<file path="src/rtl/nes_controller_reader.sv">
// NES controller poller.
// Strobes the controller latch, clocks out the eight button bits with
// nes_pulse and presents them as a registered, active-low (0 = pressed)
// parallel word. One poll frame starts every POLL_CYC clock cycles.
module nes_controller_reader #(
    parameter int LATCH_CYC = 600,      // cycles nes_latch is held high
    parameter int HALF_CYC  = 300,      // cycles per pulse half-period (>= 4)
    parameter int POLL_CYC  = 833333    // cycles between frame starts
) (
    input  logic       clock,
    input  logic       reset_n,
    input  logic       nes_data,
    output logic       nes_latch,
    output logic       nes_pulse,
    output logic [7:0] buttons,
    output logic       up,
    output logic       down,
    output logic       left,
    output logic       right,
    output logic       valid
);

    localparam int POLL_W    = (POLL_CYC > 1) ? $clog2(POLL_CYC) : 1;
    localparam int PHASE_MAX = (LATCH_CYC > HALF_CYC) ? LATCH_CYC : HALF_CYC;
    localparam int PHASE_W   = (PHASE_MAX > 1) ? $clog2(PHASE_MAX) : 1;

    localparam logic [2:0] IDLE  = 3'd0;
    localparam logic [2:0] LATCH = 3'd1;
    localparam logic [2:0] LOW   = 3'd2;
    localparam logic [2:0] HIGH  = 3'd3;
    localparam logic [2:0] DONE  = 3'd4;

    logic              syncStage1;
    logic              syncStage2;
    logic [POLL_W-1:0] pollCntReg;
    logic              pollTick;

    logic [2:0]         stateReg,    stateNext;
    logic [PHASE_W-1:0] phaseCntReg, phaseCntNext;
    logic [2:0]         bitIdxReg,   bitIdxNext;
    logic [7:0]         shiftReg;
    logic [7:0]         buttonsReg;
    logic               latchReg;
    logic               pulseReg;
    logic               validReg;
    logic               captureEn;
    logic               loadButtons;

    // Two-flop synchroniser for the asynchronous controller data line;
    // idles high so a missing controller reads as "released".
    always_ff @(posedge clock or negedge reset_n) begin
        if (!reset_n) begin
            syncStage1 <= 1'b1;
            syncStage2 <= 1'b1;
        end else begin
            syncStage1 <= nes_data;
            syncStage2 <= syncStage1;
        end
    end

    // Free-running poll counter; its wrap is the frame-start tick.
    always_ff @(posedge clock or negedge reset_n) begin
        if (!reset_n) begin
            pollCntReg <= '0;
        end else if (pollTick) begin
            pollCntReg <= '0;
        end else begin
            pollCntReg <= pollCntReg + POLL_W'(1);
        end
    end

    assign pollTick = (pollCntReg == POLL_W'(POLL_CYC - 1));

    // Frame sequencer: latch, then eight low/high half-periods with the
    // sample taken in the last cycle of each low half, then one DONE cycle.
    always_comb begin
        stateNext    = stateReg;
        phaseCntNext = phaseCntReg;
        bitIdxNext   = bitIdxReg;
        captureEn    = 1'b0;
        loadButtons  = 1'b0;
        case (stateReg)
            IDLE: begin
                phaseCntNext = '0;
                bitIdxNext   = 3'd0;
                if (pollTick) begin
                    stateNext = LATCH;
                end
            end
            LATCH: begin
                if (phaseCntReg == PHASE_W'(LATCH_CYC - 1)) begin
                    phaseCntNext = '0;
                    stateNext    = LOW;
                end else begin
                    phaseCntNext = phaseCntReg + PHASE_W'(1);
                end
            end
            LOW: begin
                if (phaseCntReg == PHASE_W'(HALF_CYC - 1)) begin
                    phaseCntNext = '0;
                    captureEn    = 1'b1;
                    stateNext    = (bitIdxReg == 3'd7) ? DONE : HIGH;
                end else begin
                    phaseCntNext = phaseCntReg + PHASE_W'(1);
                end
            end
            HIGH: begin
                if (phaseCntReg == PHASE_W'(HALF_CYC - 1)) begin
                    phaseCntNext = '0;
                    bitIdxNext   = bitIdxReg + 3'd1;
                    stateNext    = LOW;
                end else begin
                    phaseCntNext = phaseCntReg + PHASE_W'(1);
                end
            end
            DONE: begin
                loadButtons = 1'b1;
                bitIdxNext  = 3'd0;
                stateNext   = IDLE;
            end
            default: begin
                stateNext    = IDLE;
                phaseCntNext = '0;
                bitIdxNext   = 3'd0;
            end
        endcase
    end

    // Sequencer state plus glitch-free registered strobes decoded from the next state.
    always_ff @(posedge clock or negedge reset_n) begin
        if (!reset_n) begin
            stateReg    <= IDLE;
            phaseCntReg <= '0;
            bitIdxReg   <= 3'd0;
            latchReg    <= 1'b0;
            pulseReg    <= 1'b0;
            validReg    <= 1'b0;
        end else begin
            stateReg    <= stateNext;
            phaseCntReg <= phaseCntNext;
            bitIdxReg   <= bitIdxNext;
            latchReg    <= (stateNext == LATCH);
            pulseReg    <= (stateNext == HIGH);
            validReg    <= (stateNext == DONE);
        end
    end

    // Per-bit capture of the serial stream; only the addressed bit loads.
    genvar gi;
    generate
        for (gi = 0; gi < 8; gi++) begin : gen_shift
            // Bit gi takes the synchronised data in the sample cycle of its own low half.
            always_ff @(posedge clock or negedge reset_n) begin
                if (!reset_n) begin
                    shiftReg[gi] <= 1'b1;
                end else if (captureEn && (bitIdxReg == 3'(gi))) begin
                    shiftReg[gi] <= syncStage2;
                end
            end
        end
    endgenerate

    // Published button word: changes only when a complete frame finishes.
    always_ff @(posedge clock or negedge reset_n) begin
        if (!reset_n) begin
            buttonsReg <= 8'hFF;
        end else if (loadButtons) begin
            buttonsReg <= shiftReg;
        end
    end

    assign nes_latch = latchReg;
    assign nes_pulse = pulseReg;
    assign valid     = validReg;
    assign buttons   = buttonsReg;
    assign up        = buttonsReg[4];
    assign down      = buttonsReg[5];
    assign left      = buttonsReg[6];
    assign right     = buttonsReg[7];

endmodule

</file>
<file path="config.mk">
export PLATFORM = sky130hd
export DESIGN_NAME = nes_controller_reader
export DESIGN_NICKNAME = d
export VERILOG_FILES = /design/src/rtl/nes_controller_reader.sv
export SDC_FILE = /design/constraint.sdc
export NUM_CORES = 1
export LEC_CHECK = 0
export ABC_AREA = 0
export CAP_MARGIN = 20
export CORE_MARGIN = 2
export CORE_UTILIZATION = 45
export CTS_CLUSTER_SIZE = 25
export DETAILED_ROUTE_END_ITERATION = 10
export PLACE_DENSITY = 0.66
export SETUP_SLACK_MARGIN = 0.3
export SLEW_MARGIN = 20
export SYNTH_ARGS = -nofsm -noshare
export SYNTH_HDL_FRONTEND = slang
export SYNTH_SLANG_ARGS = --single-unit
</file>
<file path="constraint.sdc">
create_clock -name clock -period 4.13 [get_ports clock]
set_clock_uncertainty 0.15 [all_clocks]
set_input_delay 0.6195 -clock clock [delete_from_list [all_inputs] [get_ports clock]]
set_output_delay 0.6195 -clock clock [all_outputs]
set_load 0.05 [all_outputs]
</file>
==> results.sh, run 1 <==
export IMPL_cts_tree="done"
export IMPL_ys_ff_latch=57
export IMPL_initialDrtViolationCount=144
export IMPL_path_cells="clkdlybuf4s50_1"
export IMPL_wirelength_um=5600
export IMPL_clock_tree_buffer_depth=2
export IMPL_gr_total_overflow=0
export IMPL_ios=18
export IMPL_grt_max_degree=58
export IMPL_clkPwrFrac=0.502
export IMPL_synth_avg_cell_area_um2=10.7
export IMPL_syn_to_final_growth_pct=14.4
export IMPL_power_frac_comb=0.010
export IMPL_die_area_um2=7230
export IMPL_period_share=0.590
export IMPL_drc=0
export IMPL_cts_hold_buffers=0
export IMPL_netlist_area_leader_share=0.330
export IMPL_instances_no_fill=376
export IMPL_post_cts_buffers=0
export IMPL_syn_area_um2=2960
export IMPL_status="completed"
export IMPL_vias_per_cell=5.61
export IMPL_ant_nets=0
export IMPL_p_leak_nw=1.42
export IMPL_h_tree_depth=3
export IMPL_die_y_um=85.1
export IMPL_gp_congestion=0.762
export IMPL_clock_sinks=57
export IMPL_min_path_type="flop to flop"
export IMPL_setup_tns_ns=0
export IMPL_powerDensity_nw_per_um2=341
export IMPL_drive_above_1_share=0.191
export IMPL_max_cap_viol_count=0
export IMPL_final_max_slew_violation_count=0
export IMPL_clock_latency_ns=0.33
export IMPL_synth_top_flop_cell="dfrtp_1"
export IMPL_synth_seq_area_share=0.490
export IMPL_numPortBuffers=17
export IMPL_path_buf_inv=1
export IMPL_hpwl_um=3710
export IMPL_n_antenna_cell=0
export IMPL_placementRows=29
export IMPL_grt_pass1_vias=2077
export IMPL_dpl_cell_count=360
export IMPL_vias=2108
export IMPL_cpLargestDelayFamily="buffers and inverters"
export IMPL_grt_usage=0.170
export IMPL_cp_data_required_time_ns=3.36
export IMPL_synth_area_leader_cell="dfrtp_1"
export IMPL_die_w_um=85.1
export IMPL_endpoint_kind="output pin"
export IMPL_slowest_delay_ns=0.80
export IMPL_synth_edf_count=0
export IMPL_synth_cells=276
export IMPL_internal_power_uw=918
export IMPL_hold_violations=0
export IMPL_syn_nets=288
export IMPL_cts_root_buffer="clkbuf_8"
export IMPL_period_needed_ns=2.44
export IMPL_cp_start_kind="flop"
export IMPL_relSlewSlack=0.406
export IMPL_clk_pin_slew_ns=0.07
export IMPL_start_util=0.466
export IMPL_core_area_um2=6350
export IMPL_ys_types=54
export IMPL_setup_viol=0
export IMPL_first_pass_iters=5
export IMPL_ctsResizeCount=0
export IMPL_power_switching_uw=235
export IMPL_switching_share=0.204
export IMPL_worstPathMaxFanout=3
export IMPL_numCtsBuffers=9
export IMPL_ir_drop_mv=0.290
export IMPL_rsz0062_at_grt="false"
export IMPL_grt_pass1_wl_um=9890
export IMPL_critPathKind="flop to output pin"
export IMPL_layout_nets=306
export IMPL_fmax_ghz=0.411
export IMPL_tightestPinTransition_ns=0.888
export IMPL_antenna_found_initial=0
export IMPL_yosys_top_cells_area="dfrtp_1, dfstp_2, ha_1"
export IMPL_p_seq_frac=0.487
export IMPL_async_flop_share=1.00
export IMPL_crit_slowest_cell="clkdlybuf4s50_1"
export IMPL_post_drt_wl_per_cell_um=14.9
export IMPL_yosys_warnings=0
export IMPL_cp_arrival_ns=1.67
-- cells by family after synthesis --
group	count (synthesis)	synth area share
fa+ha+maj	9	0.0381
xor+xnor	14	0.0415
mux	19	0.0715
flops	57	0.490
compound gates	39	0.0944
simple gates	113	0.222
buf+inv	25	0.0423
-- per-layer routing --
metal,global-route usage,part of all wire,vias up,wire (µm)
met3,0.0438,0.032,6,180
met4,0.0664,0.0098,0,55
met5,0,0,-,0
met2,0.271,0.49,36,2760
met1,0.223,0.46,1035,2600
li1,-,-,1031,-
-- per-stage QoR --
step	setup slack (ns)	hold slack [ns]	area (µm²)	power, mW	util
final	1.69	0.206	3380	1.15	0.533
after global routing	1.65	0.211	3380	1.20	0.533
after CTS	1.67	0.208	3380	1.18	0.533
after detailed placement	1.94	0.197	3160	0.585	0.498
after global placement	2.00	0.197	3160	0.585	0.498
after floorplan	2.30	0.174	2960	0.571	-
-- layout make-up --
cell class / count / area, µm²
clock buffer: 11 / 141
clock inverter: 5 / 78.8
fill: 555 / 2970
inverter: 13 / 48.8
multi-input combinational: 194 / 1390
sequential: 57 / 1450
tap: 77 / 96.3
timing repair buffer: 19 / 180
-- worst paths after layout --
| check | start | endpoint | slack, ns | depth (start not counted) |
|---|---|---|---|---|
| setup / recovery | buttons[7] | buttons[7] | 1.69 | 1 |
| hold / removal | syncStage1 | syncStage2 | 0.21 | 0 |
| setup reg to reg | pollCntReg[11] | pollCntReg[19] | 2.01 | 4 |
| hold reg to reg | syncStage1 | syncStage2 | 0.21 | 0 |
| max in group asynchronous | reset_n | phaseCntReg[7] | 3.10 | 2 |
| min in group asynchronous | reset_n | bitIdxReg[2] | 0.27 | 2 |
-- Yosys cell counts (all sizes together), types with 4 or more instances --
master and n:
a21oi 5, nor3 5, xnor2 6, xor2 8, nand2 23, and3 7, nand4 15, nand3 14
mux2 17, ha 9, nor2 20, buf 9, dfstp 18, o21ai 10, dfrtp 39, nor4 5
nor2b 4, inv 13
-- power by group through the flow --
| stage | clock network, mW | logic (mW) | registers (mW) |
|---|---|---|---|
| after floorplan | 0 | 0.0000693 | 0.571 |
| after global placement | 0 | 0.0133 | 0.572 |
| after CTS | 0.601 | 0.0133 | 0.562 |
| after detailed placement | 0 | 0.0134 | 0.572 |
| final | 0.579 | 0.0120 | 0.562 |
| after global routing | 0.627 | 0.0152 | 0.562 |
-- sequential cells by signal (all words and copies together), names as in the netlist --
name / cells
shiftReg: 8
pollCntReg: 20
nes_latch: 1
stateReg: 3
buttons: 8
valid: 1
nes_pulse: 1
bitIdxReg: 3
syncStage2: 1
syncStage1: 1
phaseCntReg: 10
-- cells in the final DEF (no fill, tap or decap), types with 9 or more instances in the layout --
master / instances
clkdlybuf4s50_1: 16
nand3_1: 14
nand4_1: 14
clkbuf_8: 10
ha_1: 9
nor2_1: 18
dfrtp_1: 39
inv_1: 13
mux2_2: 9
dfstp_2: 18
nand2_1: 23
(Power assumes the default switching activity.)
==> run 2: changes to the inputs <==
--- a/config.mk
+++ b/config.mk
@@ -11,7 +11,7 @@
 export CORE_UTILIZATION = 45
 export CTS_CLUSTER_SIZE = 25
 export DETAILED_ROUTE_END_ITERATION = 10
-export PLACE_DENSITY = 0.66
+export PLACE_DENSITY = 0.69
 export SETUP_SLACK_MARGIN = 0.3
 export SLEW_MARGIN = 20
 export SYNTH_ARGS = -nofsm -noshare
==> constraint.sdc (replaced) <==
create_clock -name clock -period 2.17 [get_ports clock]
set_clock_uncertainty 0.15 [all_clocks]
set_input_delay 0.3255 -clock clock [delete_from_list [all_inputs] [get_ports clock]]
set_output_delay 0.3255 -clock clock [all_outputs]
set_load 0.05 [all_outputs]
==> run 2 against run 1 <==
  * First-iteration DRC count up 15%
  * Worst hold slack worse by 0.0043 ns
  * Design area up 2.0%
  * Critical path depth up 4
  * Worst setup slack worse by 1.3 ns
  * Sequential power up 90%
  * Die area unchanged
  * Total power up 76%
  * Non-clock buffer count up 9
  * Clock power up 62%
  * Combinational power up 140%
==> results.sh, run 2 (synthesis results as in run 1) <==
export IMPL_status="completed"
export IMPL_endpoint_kind="flop"
export IMPL_ir_drop_mv=0.493
export IMPL_rsz0062_at_grt="true"
export IMPL_first_pass_iters=5
export IMPL_cp_arrival_ns=1.94
export IMPL_ios=18
export IMPL_instances_no_fill=386
export IMPL_final_cell_mix="dfrtp_1, nand2_1, nor2_1, dfstp_2"
export IMPL_post_drt_wl_per_cell_um=15.4
export IMPL_syn_to_final_growth_pct=16.7
export IMPL_grt_pass1_vias=2146
export IMPL_numCtsBuffers=9
export IMPL_antenna_found_initial=0
export IMPL_cp_start_kind="flop"
export IMPL_ant_nets=0
export IMPL_placementRows=29
export IMPL_grt_usage=0.179
export IMPL_start_util=0.466
export IMPL_min_from="syncStage1"
export IMPL_clock_sinks=57
export IMPL_crit_start="phaseCntReg[1]"
export IMPL_worstPathMaxFanout=5
export IMPL_largest_reg_flops=20
export IMPL_drive_above_1_share=0.278
export IMPL_layout_nets=316
export IMPL_hold_violations=0
export IMPL_final_util=0.543
export IMPL_setup_tns_ns=0
export IMPL_post_dp_cell_area_um2=3220
export IMPL_die_y_um=85.1
export IMPL_vias_per_cell=5.71
export IMPL_p_leak_nw=1.48
export IMPL_period_needed_ns=1.82
export IMPL_clock_tree_buffer_depth=2
export IMPL_period_share=0.839
export IMPL_die_w_um=85.1
export IMPL_powerDensity_nw_per_um2=590
export IMPL_relSlewSlack=0.663
export IMPL_initialDrtViolationCount=166
export IMPL_cp_data_required_time_ns=2.29
export IMPL_min_path_type="flop to flop"
export IMPL_multi_input_area_um2=1450
export IMPL_gp_congestion=0.837
export IMPL_cts_root_buffer="clkbuf_8"
export IMPL_gr_total_overflow=0
export IMPL_critPathKind="flop to flop"
export IMPL_tightestPinTransition_ns=0.506
export IMPL_seq_area_um2=1450
export IMPL_vias=2204
export IMPL_clk_pin_slew_ns=0.07
export IMPL_grt_pass1_wl_um=10300
export IMPL_setup_viol=0
export IMPL_hpwl_um=4040
export IMPL_rr_startpoint="phaseCntReg[1]"
export IMPL_cts_tree="done"
export IMPL_max_cap_viol_count=0
export IMPL_core_area_um2=6350
export IMPL_final_max_slew_violation_count=0
export IMPL_fill_cells=533
export IMPL_dpl_cell_count=365
export IMPL_final_common_cell="dfrtp_1"
export IMPL_h_tree_depth=3
export IMPL_fmax_ghz=0.549
export IMPL_numPortBuffers=17
export IMPL_die_area_um2=7230
export IMPL_top_register="pollCntReg"
export IMPL_top_regs="pollCntReg: 20 flops, phaseCntReg: 10 flops"
export IMPL_grt_max_degree=39
export IMPL_n_antenna_cell=0
export IMPL_drc=0
export IMPL_wirelength_um=5950
export IMPL_clock_latency_ns=0.34
export IMPL_final_cell_area_um2=3450
==> run 2: cell types whose count changed in the layout (fill, tap and decap cells not counted), moves of 3 or more <==
cell / before / now
clkdlybuf4s50_1: 16 / 1
clkbuf_2: 0 / 11
dlygate4sd2_1: 0 / 3
dfrtp_2: 0 / 3
dfrtp_1: 39 / 36
buf_4: 2 / 8
==> run 2: power breakdown <==
group | total [mW] | internal, mW | switching (mW)
clock network | 0.936 | 0.511 | 0.425
registers | 1.07 | 1.07 | 0.00231
logic | 0.0282 | 0.00714 | 0.0211
==> run 2: layout make-up <==
cell class | count | area share
timing repair buffer | 28 | 0.0627
inverter | 13 | 0.0141
tap | 77 | 0.0279
clock buffer | 12 | 0.0482
multi-input combinational | 195 | 0.419
clock inverter | 4 | 0.00689
sequential | 57 | 0.421
==> run 2: worst max-delay path, cell delays in order (launching register included) <==
cell	delay (ns)
dfrtp_1	0.43
ha_4	0.17
and4bb_2	0.28
and3_4	0.24
and3_4	0.19
mux2_4	0.29
==> run 2: final timing paths <==
kind,to,slack [ns],cells after the start
max,shiftReg[7],0.35,5
min,syncStage2,0.20,0
max reg2reg,shiftReg[7],0.35,5
min reg2reg,syncStage2,0.20,0
max in group asynchronous,buttons[7],0.90,3
min in group asynchronous,phaseCntReg[8],0.33,2
==> run 2: per-layer routing <==
layer	wire length, µm	vias up	GRT usage
li1	-	1059	-
met1	2740	1099	0.230
met3	228	7	0.0584
met4	74	0	0.0606
met5	0	-	0
met2	2900	39	0.288
==> run 2: repair_timing <==
item | in CTS | in global routing
pin swaps | 0 | 2
hold buffers | 1 | 0
cloned | 0 | 1
gates resized for setup | 28 | 26
buffers inserted | 1 | 2
endpoints found under the setup margin | 30 | 27
endpoints found under the hold margin | 18 | 0
==> run 2: per-stage QoR <==
stage          hold WS (ns)  total power [mW]  setup slack [ns]
5_1_grt               0.208              2.11             0.288
2_1_floorplan        -0.120              1.09             0.336
3_5_place_dp          0.177              1.12             0.107
4_1_cts               0.203              2.07             0.266
3_3_place_gp          0.170              1.12             0.170
6_report              0.202              2.03             0.350
==> run 3: changes to the inputs <==
--- a/config.mk
+++ b/config.mk
@@ -11,7 +11,7 @@
 export CORE_UTILIZATION = 45
 export CTS_CLUSTER_SIZE = 25
 export DETAILED_ROUTE_END_ITERATION = 10
-export PLACE_DENSITY = 0.69
+export PLACE_DENSITY = 0.66
 export SETUP_SLACK_MARGIN = 0.3
 export SLEW_MARGIN = 20
 export SYNTH_ARGS = -nofsm -noshare
==> constraint.sdc (replaced) <==
create_clock -name clock -period 1.8 [get_ports clock]
set_clock_uncertainty 0.15 [all_clocks]
set_input_delay 0.27 -clock clock [delete_from_list [all_inputs] [get_ports clock]]
set_output_delay 0.27 -clock clock [all_outputs]
set_load 0.05 [all_outputs]
==> run 3 against run 2 <==
  * The flow now finishes with violations (negative setup slack)
  * Register-to-register slack worse by 0.35 ns
  * Sequential power grew 21%
  * Combinational power up 22%
  * Critical path depth is 1 higher
  * Design area increased by 28%
  * Die area is the same
  * Total power is 31% higher
  * Global-route usage up 2.7 points
  * Clock-buffer cell count down 1
  * Critical path type unchanged
  * Critical endpoint is now stateReg[1]
  * Highest routed layer unchanged
==> results.sh, run 3 (synthesis results as in run 1) <==
export IMPL_die_w_um=85.1
export IMPL_gp_congestion=0.830
export IMPL_relSlewSlack=0.754
export IMPL_pre_cts_ws_ns=-0.0771
export IMPL_clock_latency_ns=0.35
export IMPL_path_cells="ha_2 > and4bb_1 > and3_4 > buf_4 > a31o_2 > a21oi_2"
export IMPL_wirelength_um=7460
export IMPL_seq_area_um2=1450
export IMPL_core_area_um2=6350
export IMPL_hold_violations=0
export IMPL_fill_cells=410
export IMPL_layout_nets=370
export IMPL_vias=2476
export IMPL_worst_r2r_setup_slack_ns=-0.002
export IMPL_die_y_um=85.1
export IMPL_status="finished with violations"
export IMPL_cp_data_required_time_ns=1.91
export IMPL_antenna_found_initial=0
export IMPL_placementRows=29
export IMPL_drive_above_1_share=0.537
export IMPL_largest_reg_flops=20
export IMPL_die_area_um2=7230
export IMPL_multi_input_area_um2=1740
export IMPL_clkPwrFrac=0.504
export IMPL_clock_tree_buffer_depth=2
export IMPL_rsz0062_at_grt="true"
export IMPL_ios=18
export IMPL_p_seq_frac=0.483
export IMPL_n_antenna_cell=0
export IMPL_holdPathStages=1
export IMPL_final_common_cell="buf_4"
export IMPL_clock_sinks=57
export IMPL_gr_total_overflow=0
export IMPL_max_cap_viol_count=0
export IMPL_grt_use_met2=0.332
export IMPL_setup_viol=1
export IMPL_period_needed_ns=1.80
export IMPL_syn_to_final_growth_pct=49.3
export IMPL_grt_pass1_wl_um=11700
export IMPL_globalRoute_busiestLayer="met2"
export IMPL_fmax_ghz=0.555
export IMPL_cts_root_buffer="clkbuf_8"
export IMPL_final_cell_mix="buf_4, dfrtp_1, nand2_1, dfstp_2"
export IMPL_hpwl_um=4310
export IMPL_endpoint_kind="flop"
export IMPL_critPathKind="flop to flop"
export IMPL_power_switching_uw=560
export IMPL_first_pass_iters=4
export IMPL_slowest_delay_ns=0.38
export IMPL_top_regs="pollCntReg: 20 flops, phaseCntReg: 10 flops"
export IMPL_grt_pass1_vias=2400
export IMPL_cts_tree="done"
export IMPL_r2r_worst_path_cells=6
export IMPL_grt_max_degree=58
export IMPL_grt_usage=0.206
export IMPL_tightestPinTransition_ns=0.365
export IMPL_grtUsageMet1=0.263
export IMPL_numCtsBuffers=9
export IMPL_initialDrtViolationCount=106
export IMPL_cp_start_kind="flop"
export IMPL_internal_power_mw=2.11
export IMPL_cpLargestDelayFamily="compound AO/OA/AOI/OAI gates"
export IMPL_violations="negative setup slack"
export IMPL_crit_slowest_cell="dfrtp_1"
export IMPL_dpl_cell_count=387
export IMPL_instances_no_fill=440
export IMPL_ir_drop_mv=0.641
export IMPL_path_buf_inv=1
export IMPL_fin_ws_ns=-0.00165
export IMPL_start_util=0.466
export IMPL_worstHoldEndpoint="syncStage1"
export IMPL_numPortBuffers=17
export IMPL_h_tree_depth=3
export IMPL_switching_share=0.210
export IMPL_p_leak_nw=1.92
export IMPL_drc=0
export IMPL_rr_startpoint="phaseCntReg[1]"
export IMPL_final_max_slew_violation_count=0
export IMPL_cp_arrival_ns=1.91
export IMPL_powerDensity_nw_per_um2=605
export IMPL_ant_nets=0
export IMPL_vias_per_cell=5.63
export IMPL_period_share=1.00
export IMPL_top_register="pollCntReg"
export IMPL_worstPathMaxFanout=10
export IMPL_reg2reg_to="stateReg[1]"
export IMPL_groute_layer_met3_usage=0.0623
export IMPL_clk_pin_slew_ns=0.07
export IMPL_min_from="nes_data"
export IMPL_post_drt_wl_per_cell_um=17.0
export IMPL_power_frac_comb=0.013
export IMPL_min_path_type="primary input to flop"
==> run 3: timing repair <==
item / 4_1_cts / 5_1_grt
gates cloned: 1 / 0
hold buffers: 1 / 0
pin swaps: 26 / 25
endpoints found under the hold margin: 39 / 0
endpoints found under the setup margin: 61 / 59
gates resized for setup: 41 / 49
setup buffers: 23 / 12
==> run 3: cell type report <==
type	instances	area share
sequential	57	0.329
multi-input combinational	194	0.394
clock inverter	5	0.0179
clock buffer	11	0.0320
timing repair buffer	83	0.193
inverter	13	0.0116
tap	77	0.0218
==> run 3: worst max-delay path by stage <==
stage                               from             end  cells past startpoint
final                     phaseCntReg[1]     stateReg[1]                      6
after global routing      phaseCntReg[1]     stateReg[1]                      6
after CTS                 phaseCntReg[0]  phaseCntReg[3]                      6
after detailed placement  phaseCntReg[1]     shiftReg[7]                      5
after global placement    phaseCntReg[1]     shiftReg[7]                      5
after floorplan           phaseCntReg[0]     shiftReg[7]                      6
==> run 3: through the flow <==
stage                      TNS, ns  power (mW)  hold slack, ns   util  instance area (µm²)
after detailed placement    -0.214        1.35           0.145  0.561                 3560
final                     -0.00165        2.67           0.178  0.695                 4420
after CTS                        0        2.69           0.170  0.649                 4120
after floorplan                  0        1.31          -0.176      -                 3050
after global routing        -0.179        2.76           0.170  0.695                 4420
after global placement     -0.0472        1.35           0.144  0.561                 3560
==> run 3: per-layer routing <==
layer,wire [µm],vias to the layer above
met1,3170,1255
li1,-,1164
met5,0,-
met3,244,16
met2,3860,41
met4,188,0
==> run 3: power groups by stage <==
| stage | sequential, mW | combinational, mW | clock, mW |
|---|---|---|---|
| 2_1_floorplan | 1.31 | 0.000407 | 0 |
| 3_3_place_gp | 1.31 | 0.0343 | 0 |
| 3_5_place_dp | 1.31 | 0.0346 | 0 |
| 4_1_cts | 1.29 | 0.0363 | 1.36 |
| 5_1_grt | 1.29 | 0.0401 | 1.43 |
| 6_report | 1.29 | 0.0345 | 1.35 |
